File: src/rtl/nec_ir_pkg.sv
// nec_ir_pkg: shared definitions for the NEC IR receiver.
// Contents: FSM state encoding, duration windows in sub-ticks (1/8 NEC unit),
// the saturating timeout count, error cause codes and small decode helpers.
package nec_ir_pkg;

  typedef enum logic [2:0] {
    ST_IDLE      = 3'd0,
    ST_START_ACT = 3'd1,
    ST_START_GAP = 3'd2,
    ST_BIT_ACT   = 3'd3,
    ST_BIT_GAP   = 3'd4,
    ST_STOP_ACT  = 3'd5
  } nec_state_e;

  // Phase windows, inclusive, in sub-ticks.
  localparam logic [7:0] START_ACT_MIN = 8'd112;
  localparam logic [7:0] START_ACT_MAX = 8'd144;
  localparam logic [7:0] START_GAP_MIN = 8'd48;
  localparam logic [7:0] START_GAP_MAX = 8'd80;
  localparam logic [7:0] BURST_MIN     = 8'd4;
  localparam logic [7:0] BURST_MAX     = 8'd12;
  localparam logic [7:0] GAP0_MIN      = 8'd4;
  localparam logic [7:0] GAP0_MAX      = 8'd12;
  localparam logic [7:0] GAP1_MIN      = 8'd20;
  localparam logic [7:0] GAP1_MAX      = 8'd28;
  // Start bursts shorter than this are treated as line glitches, not errors.
  localparam logic [7:0] GLITCH_MIN    = 8'd4;
  // Saturation value of the duration counter; reaching it mid-frame is a timeout.
  localparam logic [7:0] DUR_TIMEOUT   = 8'd255;

  localparam logic [5:0] FRAME_BITS    = 6'd32;

  localparam logic [1:0] ERR_TIMING    = 2'd0;
  localparam logic [1:0] ERR_ADDR      = 2'd1;
  localparam logic [1:0] ERR_DATA      = 2'd2;
  localparam logic [1:0] ERR_TIMEOUT   = 2'd3;

  function automatic logic in_window(input logic [7:0] cnt,
                                     input logic [7:0] lo,
                                     input logic [7:0] hi);
    return (cnt >= lo) && (cnt <= hi);
  endfunction

  // True when inv is the bitwise complement of val (NEC byte checksum).
  function automatic logic is_complement(input logic [7:0] inv,
                                         input logic [7:0] val);
    return (inv == ~val);
  endfunction

endpackage

File: src/rtl/nec_ir_tick.sv
// nec_ir_tick: prescaler plus saturating phase-duration counter.
// Ports:
//   clk, rst : clock, async active-high reset
//   clr      : clears prescaler and counter (phase edge or receiver disabled)
//   div      : prescaler terminal count, sub-tick period = div+1 clk
//   tick     : high in the cycle the prescaler is at terminal count
//   count    : sub-ticks since the last clear, saturating at 255
module nec_ir_tick
  import nec_ir_pkg::*;
(
  input  logic        clk,
  input  logic        rst,
  input  logic        clr,
  input  logic [15:0] div,
  output logic        tick,
  output logic [7:0]  count
);

  logic [15:0] pre_r;

  // >= so that lowering div below the running prescaler value cannot stall it.
  assign tick = (pre_r >= div);

  // Prescaler and duration counter; clear has priority over a coincident tick.
  always_ff @(posedge clk or posedge rst) begin
    if (rst) begin
      pre_r <= 16'd0;
      count <= 8'd0;
    end else if (clr) begin
      pre_r <= 16'd0;
      count <= 8'd0;
    end else if (tick) begin
      pre_r <= 16'd0;
      if (count != DUR_TIMEOUT) begin
        count <= count + 8'd1;
      end
    end else begin
      pre_r <= pre_r + 16'd1;
    end
  end

endmodule

File: src/rtl/nec_ir_rx.sv
// nec_ir_rx: NEC infrared frame receiver.
// Ports:
//   clk, rst            : clock, async active-high reset
//   cfg_en              : receiver enable (0 forces IDLE, outputs hold)
//   cfg_pol             : active (burst) level of ir_in
//   cfg_div             : sub-tick divider, sub-tick = cfg_div+1 clk = 1/8 NEC unit
//   ir_in               : raw asynchronous IR line
//   rx_valid            : one-cycle pulse, frame decoded; rx_addr/rx_data updated
//   rx_addr, rx_data    : last good frame
//   rx_err              : one-cycle pulse, frame aborted
//   rx_err_code         : cause of last error (timing/addr/data/timeout)
// A raw ir_in transition sampled at clock edge N acts on the FSM at edge N+3:
// two synchroniser stages, then one registered level stage feeding the edge compare.
module nec_ir_rx
  import nec_ir_pkg::*;
(
  input  logic        clk,
  input  logic        rst,
  input  logic        cfg_en,
  input  logic        cfg_pol,
  input  logic [15:0] cfg_div,
  input  logic        ir_in,
  output logic        rx_valid,
  output logic [7:0]  rx_addr,
  output logic [7:0]  rx_data,
  output logic        rx_err,
  output logic [1:0]  rx_err_code
);

  logic        sync_r;
  logic        ir_s;
  logic        act_s;
  logic        act_r;
  logic        act_d_r;
  logic        edge_s;
  logic        tick_s;
  logic [7:0]  dur_s;
  logic        timeout_s;
  logic        burst_ok_s;
  logic        gap0_s;
  logic        gap1_s;

  nec_state_e  state_r, state_n;
  logic [31:0] sr_r, sr_n;
  logic [5:0]  idx_r, idx_n;
  logic        valid_n;
  logic        err_n;
  logic [1:0]  code_n;
  logic [7:0]  addr_n;
  logic [7:0]  data_n;

  // Synchroniser, active-level register and its delayed copy for edge detection.
  always_ff @(posedge clk or posedge rst) begin
    if (rst) begin
      sync_r  <= 1'b0;
      ir_s    <= 1'b0;
      act_r   <= 1'b0;
      act_d_r <= 1'b0;
    end else begin
      sync_r  <= ir_in;
      ir_s    <= sync_r;
      act_r   <= act_s;
      act_d_r <= act_r;
    end
  end

  assign act_s  = (ir_s == cfg_pol);
  assign edge_s = act_r ^ act_d_r;

  nec_ir_tick u_tick (
    .clk   (clk),
    .rst   (rst),
    .clr   (edge_s | ~cfg_en),
    .div   (cfg_div),
    .tick  (tick_s),
    .count (dur_s)
  );

  // Fire in the same cycle the counter saturates, unless an edge clears it.
  assign timeout_s  = (dur_s == DUR_TIMEOUT) ||
                      ((dur_s == (DUR_TIMEOUT - 8'd1)) && tick_s && !edge_s);
  assign burst_ok_s = in_window(dur_s, BURST_MIN, BURST_MAX);
  assign gap0_s     = in_window(dur_s, GAP0_MIN, GAP0_MAX);
  assign gap1_s     = in_window(dur_s, GAP1_MIN, GAP1_MAX);

  // Next-state, shift register and output decode; every phase ends on an edge.
  always_comb begin
    state_n = state_r;
    sr_n    = sr_r;
    idx_n   = idx_r;
    valid_n = 1'b0;
    err_n   = 1'b0;
    code_n  = rx_err_code;
    addr_n  = rx_addr;
    data_n  = rx_data;
    if (!cfg_en) begin
      state_n = ST_IDLE;
    end else if ((state_r != ST_IDLE) && timeout_s) begin
      state_n = ST_IDLE;
      err_n   = 1'b1;
      code_n  = ERR_TIMEOUT;
    end else if (edge_s) begin
      case (state_r)
        ST_IDLE: begin
          // Only an active-going edge can open a frame.
          if (act_r) state_n = ST_START_ACT;
          else       state_n = ST_IDLE;
        end
        ST_START_ACT: begin
          if (in_window(dur_s, START_ACT_MIN, START_ACT_MAX)) begin
            state_n = ST_START_GAP;
          end else if (dur_s < GLITCH_MIN) begin
            state_n = ST_IDLE;
          end else begin
            state_n = ST_IDLE;
            err_n   = 1'b1;
            code_n  = ERR_TIMING;
          end
        end
        ST_START_GAP: begin
          if (in_window(dur_s, START_GAP_MIN, START_GAP_MAX)) begin
            state_n = ST_BIT_ACT;
            idx_n   = 6'd0;
          end else begin
            state_n = ST_IDLE;
            err_n   = 1'b1;
            code_n  = ERR_TIMING;
          end
        end
        ST_BIT_ACT: begin
          if (burst_ok_s) begin
            state_n = ST_BIT_GAP;
          end else begin
            state_n = ST_IDLE;
            err_n   = 1'b1;
            code_n  = ERR_TIMING;
          end
        end
        ST_BIT_GAP: begin
          if (gap0_s || gap1_s) begin
            // LSB first: after 32 shifts the first bit sits at sr[0].
            sr_n  = {gap1_s, sr_r[31:1]};
            idx_n = idx_r + 6'd1;
            if (idx_n == FRAME_BITS) state_n = ST_STOP_ACT;
            else                     state_n = ST_BIT_ACT;
          end else begin
            state_n = ST_IDLE;
            err_n   = 1'b1;
            code_n  = ERR_TIMING;
          end
        end
        ST_STOP_ACT: begin
          state_n = ST_IDLE;
          if (!burst_ok_s) begin
            err_n  = 1'b1;
            code_n = ERR_TIMING;
          end else if (!is_complement(sr_r[15:8], sr_r[7:0])) begin
            err_n  = 1'b1;
            code_n = ERR_ADDR;
          end else if (!is_complement(sr_r[31:24], sr_r[23:16])) begin
            err_n  = 1'b1;
            code_n = ERR_DATA;
          end else begin
            valid_n = 1'b1;
            addr_n  = sr_r[7:0];
            data_n  = sr_r[23:16];
          end
        end
        default: begin
          state_n = ST_IDLE;
        end
      endcase
    end else begin
      state_n = state_r;
    end
  end

  // FSM state, frame shift register and registered outputs.
  always_ff @(posedge clk or posedge rst) begin
    if (rst) begin
      state_r     <= ST_IDLE;
      sr_r        <= 32'd0;
      idx_r       <= 6'd0;
      rx_valid    <= 1'b0;
      rx_err      <= 1'b0;
      rx_err_code <= 2'd0;
      rx_addr     <= 8'd0;
      rx_data     <= 8'd0;
    end else begin
      state_r     <= state_n;
      sr_r        <= sr_n;
      idx_r       <= idx_n;
      rx_valid    <= valid_n;
      rx_err      <= err_n;
      rx_err_code <= code_n;
      rx_addr     <= addr_n;
      rx_data     <= data_n;
    end
  end

endmodule
File: config.mk
export PLATFORM = sky130hd
export DESIGN_NAME = nec_ir_rx
export DESIGN_NICKNAME = d
export VERILOG_FILES = /design/src/rtl/nec_ir_pkg.sv /design/src/rtl/nec_ir_tick.sv /design/src/rtl/nec_ir_rx.sv
export SDC_FILE = /design/constraint.sdc
export NUM_CORES = 1
export LEC_CHECK = 0
export ABC_AREA = 1
export CORE_MARGIN = 2
export CORE_UTILIZATION = 28
export CTS_CLUSTER_SIZE = 24
export DETAILED_ROUTE_END_ITERATION = 8
export PLACE_DENSITY = 0.55
export SLEW_MARGIN = 20
export SYNTH_ARGS = -nofsm -noshare
export SYNTH_HDL_FRONTEND = slang
export SYNTH_HIERARCHICAL = 1
export SYNTH_SLANG_ARGS = --single-unit
export TNS_END_PERCENT = 30
File: constraint.sdc
create_clock -name clk -period 5.5 [get_ports clk]
set_clock_uncertainty 0.1 [all_clocks]
set_input_delay 1.1 -clock clk [delete_from_list [all_inputs] [get_ports clk]]
set_output_delay 1.1 -clock clk [all_outputs]
set_load 0.02 [all_outputs]
After elaboration in Yosys (flattened, before gate mapping)
Cells that the tools add are included.

storage, ports and cells
  register bits after elaboration = 89
  bits in latches = 0
  RAM bits = 0
  memory bits (read-only) = 0
  output and inout bits = 20
  memories = 0

cells by class
  add/sub/neg operators = 3
  multipliers = 0
  div/mod/pow operators = 0
  $lt $le $gt $ge = 10
  equal/unequal tests = 21
  shift operators = 0
  multiplexer cells = 48
  bitwise logic cells = 6
  reduce and logical (&&, ||, !) cells = 22

operators by type and width
  kind                                                 count
  2-to-1 mux 16 bit                                    2
  2-to-1 mux 2 bit                                     12
  2-to-1 mux 8 bit                                     3
  2-to-1 mux 1 bit                                     19
  2-to-1 mux 3 bit                                     6
  adder 16 x 1 -> 16 bit, second input constant        1
  == test 8 bit                                        2
  == test 8 bit, second input constant                 2
  >= comparator 16 bit                                 1
  NOT 8 bit                                            2
  inequality test 3 bit, second input constant         5
  one-hot mux 3 bit (5 select lines)                   1
  2-to-1 mux 6 bit                                     2
  one-hot mux 6 bit (2 select lines)                   1
  one-hot mux 2 bit (5 select lines)                   1
  AND reduction 9 bit                                  1
  adder 8 x 1 -> 8 bit, second input constant          1
  >= comparator 8 x 3 -> 1 bit, second input constant  1
  >= comparator 8 x 5 -> 1 bit, second input constant  1
  >= comparator 8 x 6 -> 1 bit, second input constant  1
  >= comparator 8 x 7 -> 1 bit, second input constant  1
  <= comparator 8 x 4 -> 1 bit, second input constant  1
  <= comparator 8 x 5 -> 1 bit, second input constant  1
  <= comparator 8 x 7 -> 1 bit, second input constant  1
  27 further kinds                                     41

Logic depth before layout (Yosys ltp)
Gate-level depths: netlist of run 1.

  word-level depth = 9
  mapped depth = 21

By module
Netlist of run 1, hierarchy kept.

by module, submodules not included
  module       instances  cells each  area each (um2)  sequential area each (um2)
  nec_ir_rx    1          400         3572.2           1626.6
  nec_ir_tick  1          227         1741.7           600.6

Least setup slack after synthesis of run 1
OpenSTA, ideal clock, no wires.

  path kind = input port to flip-flop
  start = in cfg_div[15]
  end = reg sr_r[16]
  arrival time = 2.681 ns
  data required time = 5.277 ns
  path slack = 2.596 ns
  stages = 16
  buffers on the path = 2
  path through = inv_1 -> ha_1 -> a21oi_1 -> o21ai_0 -> nor2_1 -> nand2_1 -> nand2_2 -> nand2_2 -> nand3_4 -> nand3_4 -> inv_4 -> nand2_4 -> buf_12 -> buf_12 -> nand2_2 -> o21ai_2

between the ends
  longest elaborated chain between the ends = 7

ends and longest elaborated chain
  item                                  RTL line           text
  start: declaration                    nec_ir_rx.sv:21    input logic [15:0] cfg_div,
  >= comparator 16 bit                  nec_ir_tick.sv:22  assign tick = (pre_r >= div);
  via tick_s                            nec_ir_rx.sv:36    logic tick_s;
  logical AND 1 bit (2 in a row)        nec_ir_rx.sv:81    ((dur_s == (DUR_TIMEOUT - 8'd1)) && tick_s && !edge_s);
  logical OR 1 bit                      nec_ir_rx.sv:80    assign timeout_s = (dur_s == DUR_TIMEOUT) ||
  logical AND 1 bit                     nec_ir_rx.sv:98    end else if ((state_r != ST_IDLE) && timeout_s) begin
  NOT 1 bit (no source line)            -
  AND reduction 5 bit (no source line)  -
  end signal: assignment                nec_ir_rx.sv:191   sr_r <= sr_n;
  end: declaration                      nec_ir_rx.sv:44    logic [31:0] sr_r, sr_n;

The timed path passes the listed nets, and every way through them passes these cells.
A chain may end at the register's enable or synchronous reset.

Worst setup path in the final report of run 1
  start = in cfg_div[11]
  end = reg sr_r[25]

Same word-level chain as after synthesis.

==> impl_metrics.ini, run 1 <==
[status]
status = finished clean

[die]
placementRows = 50
core-area_mm2 = 0.01864
die_h_um = 141.8
die_w_um = 141.8
dieArea_mm2 = 0.02010
count_of_boundary_i_o_pins = 41
initial_core_util_pct = 28.50

[global_route]
largest_net_degree_at_the_start_of_global_routing = 67
grtUsageMet3_pct = 2.160
wire_length_of_the_first_global_routing_pass_um = 17930
grt.busiest_layer = met2
met2_usage_in_global_routing_pct = 17.19
first_global_vias = 3784
grtUsageTotal_pct = 10.99
grt_remaining_overflow = 0
antenna_found_initial = 0
grtUsageMet1_pct = 15.15

[power_and_ir_drop]
total_leakage_power_nw = 2.928
pwr_per_cell_area_mw_per_mm2 = 221.0
fin_total_pwr_mw = 1.354
worst_ir_drop_vdd_uv = 117.5

[cells_and_area]
n_fill_cell = 1944
post-route-cell-area_mm2 = 0.006127
utilization_pct = 32.87
area_growth_syn_to_layout_pct = 15.30
final-instance-count-excl-fill = 907
footprint_of_the_flip_flops_and_latches_mm2 = 0.002227
fraction_of_final_layout_cells_with_drive_strength_greater_than_1_pct = 22.14
area_occupied_by_multi_input_gates_mm2 = 0.002539
antenna_cells = 0
fin_nets = 708

[placement]
dp_cells = 891
port_buffers = 40
place.gp.congestion = 0.7956
placedInstanceArea_mm2 = 0.005853
hpwl_um = 7353
pre_cts_ws_ps = 1444

[route]
drt_iter0_markers = 188
route.detailed.vias_per_inst = 4.255
vias = 3859
wl_um = 10100
ant_nets = 0
drt_pass1_iterations = 4
drt-wirelength-per-cell_um = 11.14
drcViolationCount = 0

[logic_synthesis]
syn-cell-area_mm2 = 0.005314
post-synth-top-area-fraction_pct = 41.91
synth.top_cells.by_area = dfrtp_1, nand2_1, o21ai_2
number_of_enable_flip_flop_cells_after_synthesis = 0
synth-async-reset-ratio_pct = 100.0
syn-instance-count = 627
synth_cell_types = 39
synth-seq-cells = 89
yosys_most_used_dff = dfrtp_1
post-synth-top-area-cell = dfrtp_1
yosysWarnings = 6
syn-num-nets = 667
synthesis.area_per_instance_um2 = 8.475
seq_area_frac_synth_pct = 41.91

[sta]
final_min_period_over_clock_period_pct = 66.86
fin_hold_ws_ps = 251.3
fmax_mhz = 271.9
timing.max_slew.rel_slack_pct = 33.75
fin_crit_ps = 3677
timing_max_transition_violations_final = 0
rsz_0062_raised_after_global_routing = no
worst-slew-pin-transition_ps = 993.8
report.final.setup_viol = 0
setup_total_negative_slack_ps = 0
timing.final.hold_violations = 0
postLayoutSetupSlackWorst_ps = 1823

[cts]
clock_tree_from_tritoncts = done
post_cts.resized_instances = 0
cts-buffers-inserted = 9
clock_path_buffers = 2
ctsHtreeMaxLevel = 3
clock_tree.root_cell = clkbuf_16
hold_buffers = 0
post-cts-setup-buffers = 0
cts_sinks = 89
insertion_delay_ps = 340
clkSlewWorstSetupHoldPaths_ps = 70

[setup_path]
setup.reg_to_reg.worst_slack_ps = 2630
critical_path.reg2reg.startpoint = u_tick/pre_r[11]
cp-start-kind = primary input
worstRegToRegCells = 13
worst-path-max-fanout = 66
ff_to_ff_end = sr_r[25]
cp.arrival_ps = 3780
crit_path_end_kind = register
cp.required_ps = 5600
critical_path_start_end_classification = in2reg

[min_path]
hold_path_end = ir_s
tightest_hold_check_type = reg2reg
worst_hold_path.num_cells = 0
hold_path.startpoint = sync_r

[run]
cap_violations = 0
-- power by group --
part	switching, mW	internal [mW]
registers	0.00777	0.664
clock network	0.269	0.311
logic	0.0642	0.0383
total	0.341	1.01
-- worst max-delay path: stages --
cell,delay [ps]
clkdlybuf4s50_1,460
inv_1,40
ha_1,320
a21oi_1,180
a21oi_1,90
nor2_1,160
nand2_1,110
nand2_2,80
nand2_2,60
nand3_4,90
nand3_4,90
inv_4,110
nand2_4,470
nor2_1,310
a21oi_2,40
-- cell usage after synthesis, types with 2 or more instances --
cell / n
a21oi_1: 14
nand4_1: 12
nand2_2: 45
dfrtp_1: 89
nor2_2: 4
buf_6: 5
inv_1: 86
nand3_4: 3
a31oi_1: 2
nor3_1: 10
ha_1: 19
o21ai_2: 44
nor3_4: 2
nand2_4: 5
o22ai_1: 2
nand2_1: 136
a21oi_2: 3
nand3_1: 29
xor2_1: 10
buf_12: 5
inv_2: 11
xnor2_1: 5
nand3_2: 6
o21ai_0: 9
nor2_4: 3
nor2_1: 55
-- worst max path at each step --
stage | to | startpoint | cells after the start
floorplan | sr_r[16] | cfg_div[15] | 16
global route | sr_r[25] | cfg_div[3] | 19
CTS | sr_r[8] | cfg_div[15] | 15
detailed placement | sr_r[8] | cfg_div[15] | 15
finish | sr_r[25] | cfg_div[11] | 15
global placement | sr_r[25] | cfg_div[11] | 15
-- final cells by class --
type,count,area share [%]
tap,234,4.778
sequential,89,36.35
inverter,99,6.187
multi-input combinational,427,41.43
timing repair buffer,42,6.780
clock inverter,5,0.6739
clock buffer,11,3.798
-- cells by family after synthesis --
logic type	after synthesis	share of synthesized area (%)
adders and majority gates	19	4.474
DFF	89	41.91
AOI/OAI and AO/OA	79	11.11
and+or+nand+nor	314	29.72
buffers and inverters	111	10.31
xor gates and xnor gates	15	2.472
-- placed cells by master, fill, tap and decap left out, types with 4 or more instances in the layout --
cell type        Yosys  routed
nand2_2             45      45
nand2_4              5       5
nand3_1             29      29
a21oi_1             14      14
xnor2_1              5       5
inv_1               86      84
nor2_2               4       4
inv_2               11      12
xor2_1              10      10
nor3_1              10      10
o21ai_0              9       9
clkbuf_16            0       9
o21ai_2             44      44
nand2_1            136     136
nand3_2              6       6
nand4_1             12      12
nor2_1              55      55
ha_1                19      19
dfrtp_1             89      89
clkdlybuf4s50_1      0      40
-- layer usage --
metal	vias up	wire (um)
met5	-	0
met4	0	127
met3	10	199
met2	27	4556
met1	1753	5217
li1	2069	-
-- flip-flops by register name, indices dropped and copies added, names as in the netlist --
register	flops
rx_err	1
rx_err_code	2
sr_r	32
u_tick/count	8
act_d_r	1
rx_addr	8
act_r	1
ir_s	1
idx_r	6
state_r	3
rx_valid	1
rx_data	8
sync_r	1
u_tick/pre_r	16
(Power assumes the default switching activity.)
==> run 2: changes to the inputs <==
==> constraint.sdc (replaced) <==
create_clock -name clk -period 3.77 [get_ports clk]
set_clock_uncertainty 0.1 [all_clocks]
set_input_delay 0.754 -clock clk [delete_from_list [all_inputs] [get_ports clk]]
set_output_delay 0.754 -clock clk [all_outputs]
set_load 0.02 [all_outputs]
==> run 2 against run 1 <==
Sequential share of layout area is 0.30 points lower. Hold slack worse by 1.9 ps. Core utilization is 0.28 points higher. Clock power is 51% higher. First-iteration DRC count is 12% higher. Sequential power is 46% higher. Die area stayed put. Design area is 0.84% higher. Final cell count is 0.22% higher. Sequential cell count stayed put. Via count is 1.4% higher. Critical path type unchanged. Largest power group unchanged. Highest routed layer unchanged.
==> impl_metrics.ini, run 2 (same netlist as run 1, synthesis figures left out) <==
[die]
core-area_mm2 = 0.01864
placementRows = 50
initial_core_util_pct = 28.50
die_h_um = 141.8
dieArea_mm2 = 0.02010
die_w_um = 141.8
count_of_boundary_i_o_pins = 41

[global_route]
grtUsageTotal_pct = 11.29
grt_remaining_overflow = 0
antenna_found_initial = 0
largest_net_degree_at_the_start_of_global_routing = 67
first_global_vias = 3901
wire_length_of_the_first_global_routing_pass_um = 18390

[sta]
final_min_period_over_clock_period_pct = 78.16
report.final.setup_viol = 0
timing.final.hold_violations = 0
timing.max_slew.rel_slack_pct = 36.65
worst-slew-pin-transition_ps = 949.3
timing_max_transition_violations_final = 0
rsz_0062_raised_after_global_routing = no
postLayoutSetupSlackWorst_ps = 823.4
fmax_mhz = 339.4
fin_crit_ps = 2947
setup_total_negative_slack_ps = 0

[cts]
cts_sinks = 89
clock_path_buffers = 2
post_cts.resized_instances = 0
clock_tree_from_tritoncts = done
clkSlewWorstSetupHoldPaths_ps = 70
clock_tree.root_cell = clkbuf_16
post-cts-setup-buffers = 0
ctsHtreeMaxLevel = 3
insertion_delay_ps = 350
hold_buffers = 0
cts-buffers-inserted = 9

[setup_path]
worstRegToRegCells = 14
crit_path_end_kind = register
cp-start-kind = primary input
timing.critical_path.depth = 16
worst-path-max-fanout = 66
crit_family = simple AND/OR/NAND/NOR gates
critical_path.slowest_cell = clkdlybuf4s50_1
cp.arrival_ps = 3070
crit_buf_inv = 4
cp.required_ps = 3890
crit_path_max_incr_delay_ps = 450
critical_path_start_end_classification = in2reg
crit_path_cell_trace = clkdlybuf4s50_1 -> inv_1 -> ha_1 -> a21oi_1 -> o21ai_0 -> nor2_1 -> nand2_1 -> nand2_2 -> nand2_2 -> nand3_4 -> nand3_4 -> inv_4 -> nand2_4 -> buf_12 -> nor2_1 -> a21oi_2

[power_and_ir_drop]
fin_total_pwr_mw = 2.005
pwr_per_cell_area_mw_per_mm2 = 324.6
total_leakage_power_nw = 2.959
worst_ir_drop_vdd_uv = 172.7

[route]
route.detailed.vias_per_inst = 4.305
drt_iter0_markers = 210
ant_nets = 0
drcViolationCount = 0
drt_pass1_iterations = 4
vias = 3913
drt-wirelength-per-cell_um = 11.29
wl_um = 10260

[cells_and_area]
mostFrequentLayoutCell = nand2_1
fraction_of_final_layout_cells_with_drive_strength_greater_than_1_pct = 22.67
antenna_cells = 0
biggestRegsByFlops = sr_r x32, u_tick/pre_r x16
n_fill_cell = 1986
largest_register_ffs = 32
area_growth_syn_to_layout_pct = 16.27
largest-register = sr_r
layout.cells.most_common_list = nand2_1, dfrtp_1, inv_1
fin_nets = 710

[placement]
pre_cts_ws_ps = 470.2
port_buffers = 40
hpwl_um = 7445
place.gp.congestion = 0.8238

[status]
status = finished clean

[min_path]
worst_hold_path.num_cells = 0
tightest_hold_check_type = reg2reg

[run]
cap_violations = 0
## run 2: changes by cell type in the layout (fill, tap and decap cells not counted), sizes merged
cell      change
clkinv        -3
clkinvlp      +1
inv           +4
buf           +2
clkbuf        -2
## run 2: report_power, final
part / internal [mW] / switching [mW]
sequential: 0.968 / 0.0109
combinational: 0.0564 / 0.0942
clock: 0.460 / 0.416
total: 1.48 / 0.521
## run 2: per-stage QoR
stage / instances / utilization [%] / hold slack, ps / instance area [um2]
2_1_floorplan: 627 / - / 231.2 / 5314
3_3_place_gp: 893 / 31.61 / 233.4 / 5893
3_5_place_dp: 893 / 31.61 / 236.2 / 5893
4_1_cts: 909 / 33.14 / 252.1 / 6178
5_1_grt: 909 / 33.14 / 254.5 / 6178
6_report: 909 / 33.14 / 249.4 / 6178
## run 2: final cells by class
type                       count  area [um2]  area share, %
multi-input combinational    427        2539          41.09
sequential                    89        2227          36.05
timing repair buffer          44       455.4          7.371
inverter                      99       379.1          6.136
tap                          234       292.8          4.739
clock buffer                   9       225.2          3.645
clock inverter                 7       60.06         0.9721
## run 2: path summary, 6_finish.rpt
kind	start	end	slack [ps]
hold reg to reg	sync_r	ir_s	250
hold / removal	sync_r	ir_s	250
max in group asynchronous	rst	sr_r[30]	2110
min in group asynchronous	rst	rx_err	700
setup / recovery	cfg_div[15]	sr_r[11]	820
setup reg to reg	u_tick/pre_r[11]	sr_r[11]	1290
## run 2: layer usage
metal	up-vias	track usage, %	share of wire, %
li1	2075	-	-
met1	1789	14.98	50
met2	39	18.14	46
met3	10	2.430	2.9
met4	0	4.211	1.4
met5	-	0	0
==> run 3: changes to the inputs <==
--- a/config.mk
+++ b/config.mk
@@ -10,7 +10,7 @@
 export CORE_UTILIZATION = 28
 export CTS_CLUSTER_SIZE = 24
 export DETAILED_ROUTE_END_ITERATION = 8
-export PLACE_DENSITY = 0.55
+export PLACE_DENSITY = 0.57
 export SLEW_MARGIN = 20
 export SYNTH_ARGS = -nofsm -noshare
 export SYNTH_HDL_FRONTEND = slang
==> constraint.sdc (replaced) <==
create_clock -name clk -period 2.4 [get_ports clk]
set_clock_uncertainty 0.1 [all_clocks]
set_input_delay 0.48 -clock clk [delete_from_list [all_inputs] [get_ports clk]]
set_output_delay 0.48 -clock clk [all_outputs]
set_load 0.02 [all_outputs]
==> run 3 against run 2 <==
Wire length rose by 5.5%. Clock power up 53%. Design area increased by 13%. Highest routed layer unchanged.
==> impl_metrics.ini, run 3 (same netlist as run 1, synthesis figures left out) <==
[cells_and_area]
largest-register = sr_r
fraction_of_final_layout_cells_with_drive_strength_greater_than_1_pct = 34.08
area_growth_syn_to_layout_pct = 30.85
biggestRegsByFlops = sr_r x32, u_tick/pre_r x16
fin_nets = 748
antenna_cells = 0
largest_register_ffs = 32
layout.cells.most_common_list = nand2_1, dfrtp_1, inv_1
mostFrequentLayoutCell = nand2_1
final-instance-count-excl-fill = 947

[placement]
place.gp.congestion = 0.8132
dp_cells = 917
port_buffers = 40
pre_cts_ws_ps = -585.1
hpwl_um = 7719

[power_and_ir_drop]
worst_ir_drop_vdd_uv = 304.7
pwr_per_cell_area_mw_per_mm2 = 459.5
fin_total_pwr_mw = 3.195
total_leakage_power_nw = 3.275

[route]
ant_nets = 0
vias = 4068
drt_iter0_markers = 145
route.detailed.vias_per_inst = 4.296
wl_um = 10830
drt_pass1_iterations = 4
drcViolationCount = 0
drt-wirelength-per-cell_um = 11.44

[cts]
cts_sinks = 89
insertion_delay_ps = 350
clock_path_buffers = 2
clock_tree.root_cell = clkbuf_16
clkSlewWorstSetupHoldPaths_ps = 70
ctsHtreeMaxLevel = 3
clock_tree_from_tritoncts = done
cts-buffers-inserted = 9
hold_buffers = 0

[global_route]
grtUsageTotal_pct = 11.82
grt_remaining_overflow = 0
first_global_vias = 4055
wire_length_of_the_first_global_routing_pass_um = 19290
largest_net_degree_at_the_start_of_global_routing = 66
antenna_found_initial = 0

[sta]
timing.final.hold_violations = 0
fin_hold_ws_ps = 248.5
timing_max_transition_violations_final = 0
postLayoutSetupSlackWorst_ps = 66.54
fmax_mhz = 428.5
fin_crit_ps = 2333
timing.max_slew.rel_slack_pct = 71.30
rsz_0062_raised_after_global_routing = yes
final_min_period_over_clock_period_pct = 97.23
worst-slew-pin-transition_ps = 427.3
report.final.setup_viol = 0

[setup_path]
crit_family = buffers and inverters
cp-start-kind = register
crit_path_end_kind = register
crit_buf_inv = 6
cp.arrival_ps = 2470
cp_common_cell = buf_4
worst-path-max-fanout = 8
cp.required_ps = 2530
crit_path_cell_trace = ha_4 -> nand2_1 -> nand2_2 -> nand3_4 -> a21oi_4 -> nor2_4 -> buf_4 -> buf_4 -> buf_4 -> buf_4 -> buf_4 -> nand3_4 -> buf_12 -> nand2_8 -> nand2_2 -> nand2_2
worstRegToRegCells = 16
critical_path.slowest_cell = dfrtp_1
timing.critical_path.depth = 16
crit_path_max_incr_delay_ps = 410
critical_path_start_end_classification = reg2reg

[run]
cap_violations = 0

[min_path]
worst_hold_path.num_cells = 0
tightest_hold_check_type = reg2reg

[die]
core-area_mm2 = 0.01864
placementRows = 50
die_w_um = 141.8
initial_core_util_pct = 28.50
dieArea_mm2 = 0.02010
count_of_boundary_i_o_pins = 41
die_h_um = 141.8

[status]
status = finished clean
[run 3: cell types whose count changed in the layout (fill, tap and decap cells not counted), moves of 10 or more]
cell | before | now
nand2_1 | 136 | 118
ha_4 | 0 | 10
clkdlybuf4s50_1 | 40 | 24
nand2_4 | 5 | 17
dlygate4sd2_1 | 0 | 14
inv_1 | 85 | 74
ha_1 | 19 | 7
buf_4 | 2 | 27
inv_2 | 12 | 23
[run 3: area by class of cell]
class | instances | area, um2
clock buffer | 9 | 225.2
tap | 234 | 292.8
clock inverter | 7 | 51.30
fill | 1897 | 11690
timing repair buffer | 82 | 908.4
sequential | 89 | 2227
multi-input combinational | 427 | 2869
inverter | 99 | 379.1
[run 3: final timing paths]
check | start | endpoint | slack [ps]
max | u_tick/pre_r[9] | u_tick/count[7] | 70
min reg2reg | sync_r | ir_s | 250
max in group asynchronous | rst | state_r[0] | 1430
max reg2reg | u_tick/pre_r[9] | u_tick/count[7] | 70
min | sync_r | ir_s | 250
min in group asynchronous | rst | rx_err | 450
[run 3: layer usage]
layer / up-vias / part of all wire [%] / GRT usage, %
met5: - / 0 / 0
met3: 9 / 2.3 / 2.565
met2: 27 / 46 / 18.73
li1: 2144 / - / -
met4: 0 / 1.3 / 3.789
met1: 1888 / 51 / 16.13
[run 3: repair_timing]
item	CTS	global route
hold endpoints to repair	0	0
buffers inserted	6	4
setup endpoints to repair	58	81
resized for setup	59	36
pin swaps	34	19
cloned	4	0
[run 3: metrics by stage]
stage	instance area [um2]	utilization [%]	TNS (ps)
after floorplan	5314	-	0
after global placement	6161	33.05	-30410
after detailed placement	6161	33.05	-32980
after CTS	6793	36.44	0
after global routing	6953	37.30	-1367
final	6953	37.30	0
[run 3: power breakdown]
part / switching, mW / internal, mW
registers: 0.0171 / 1.52
logic: 0.176 / 0.142
clock network: 0.630 / 0.709
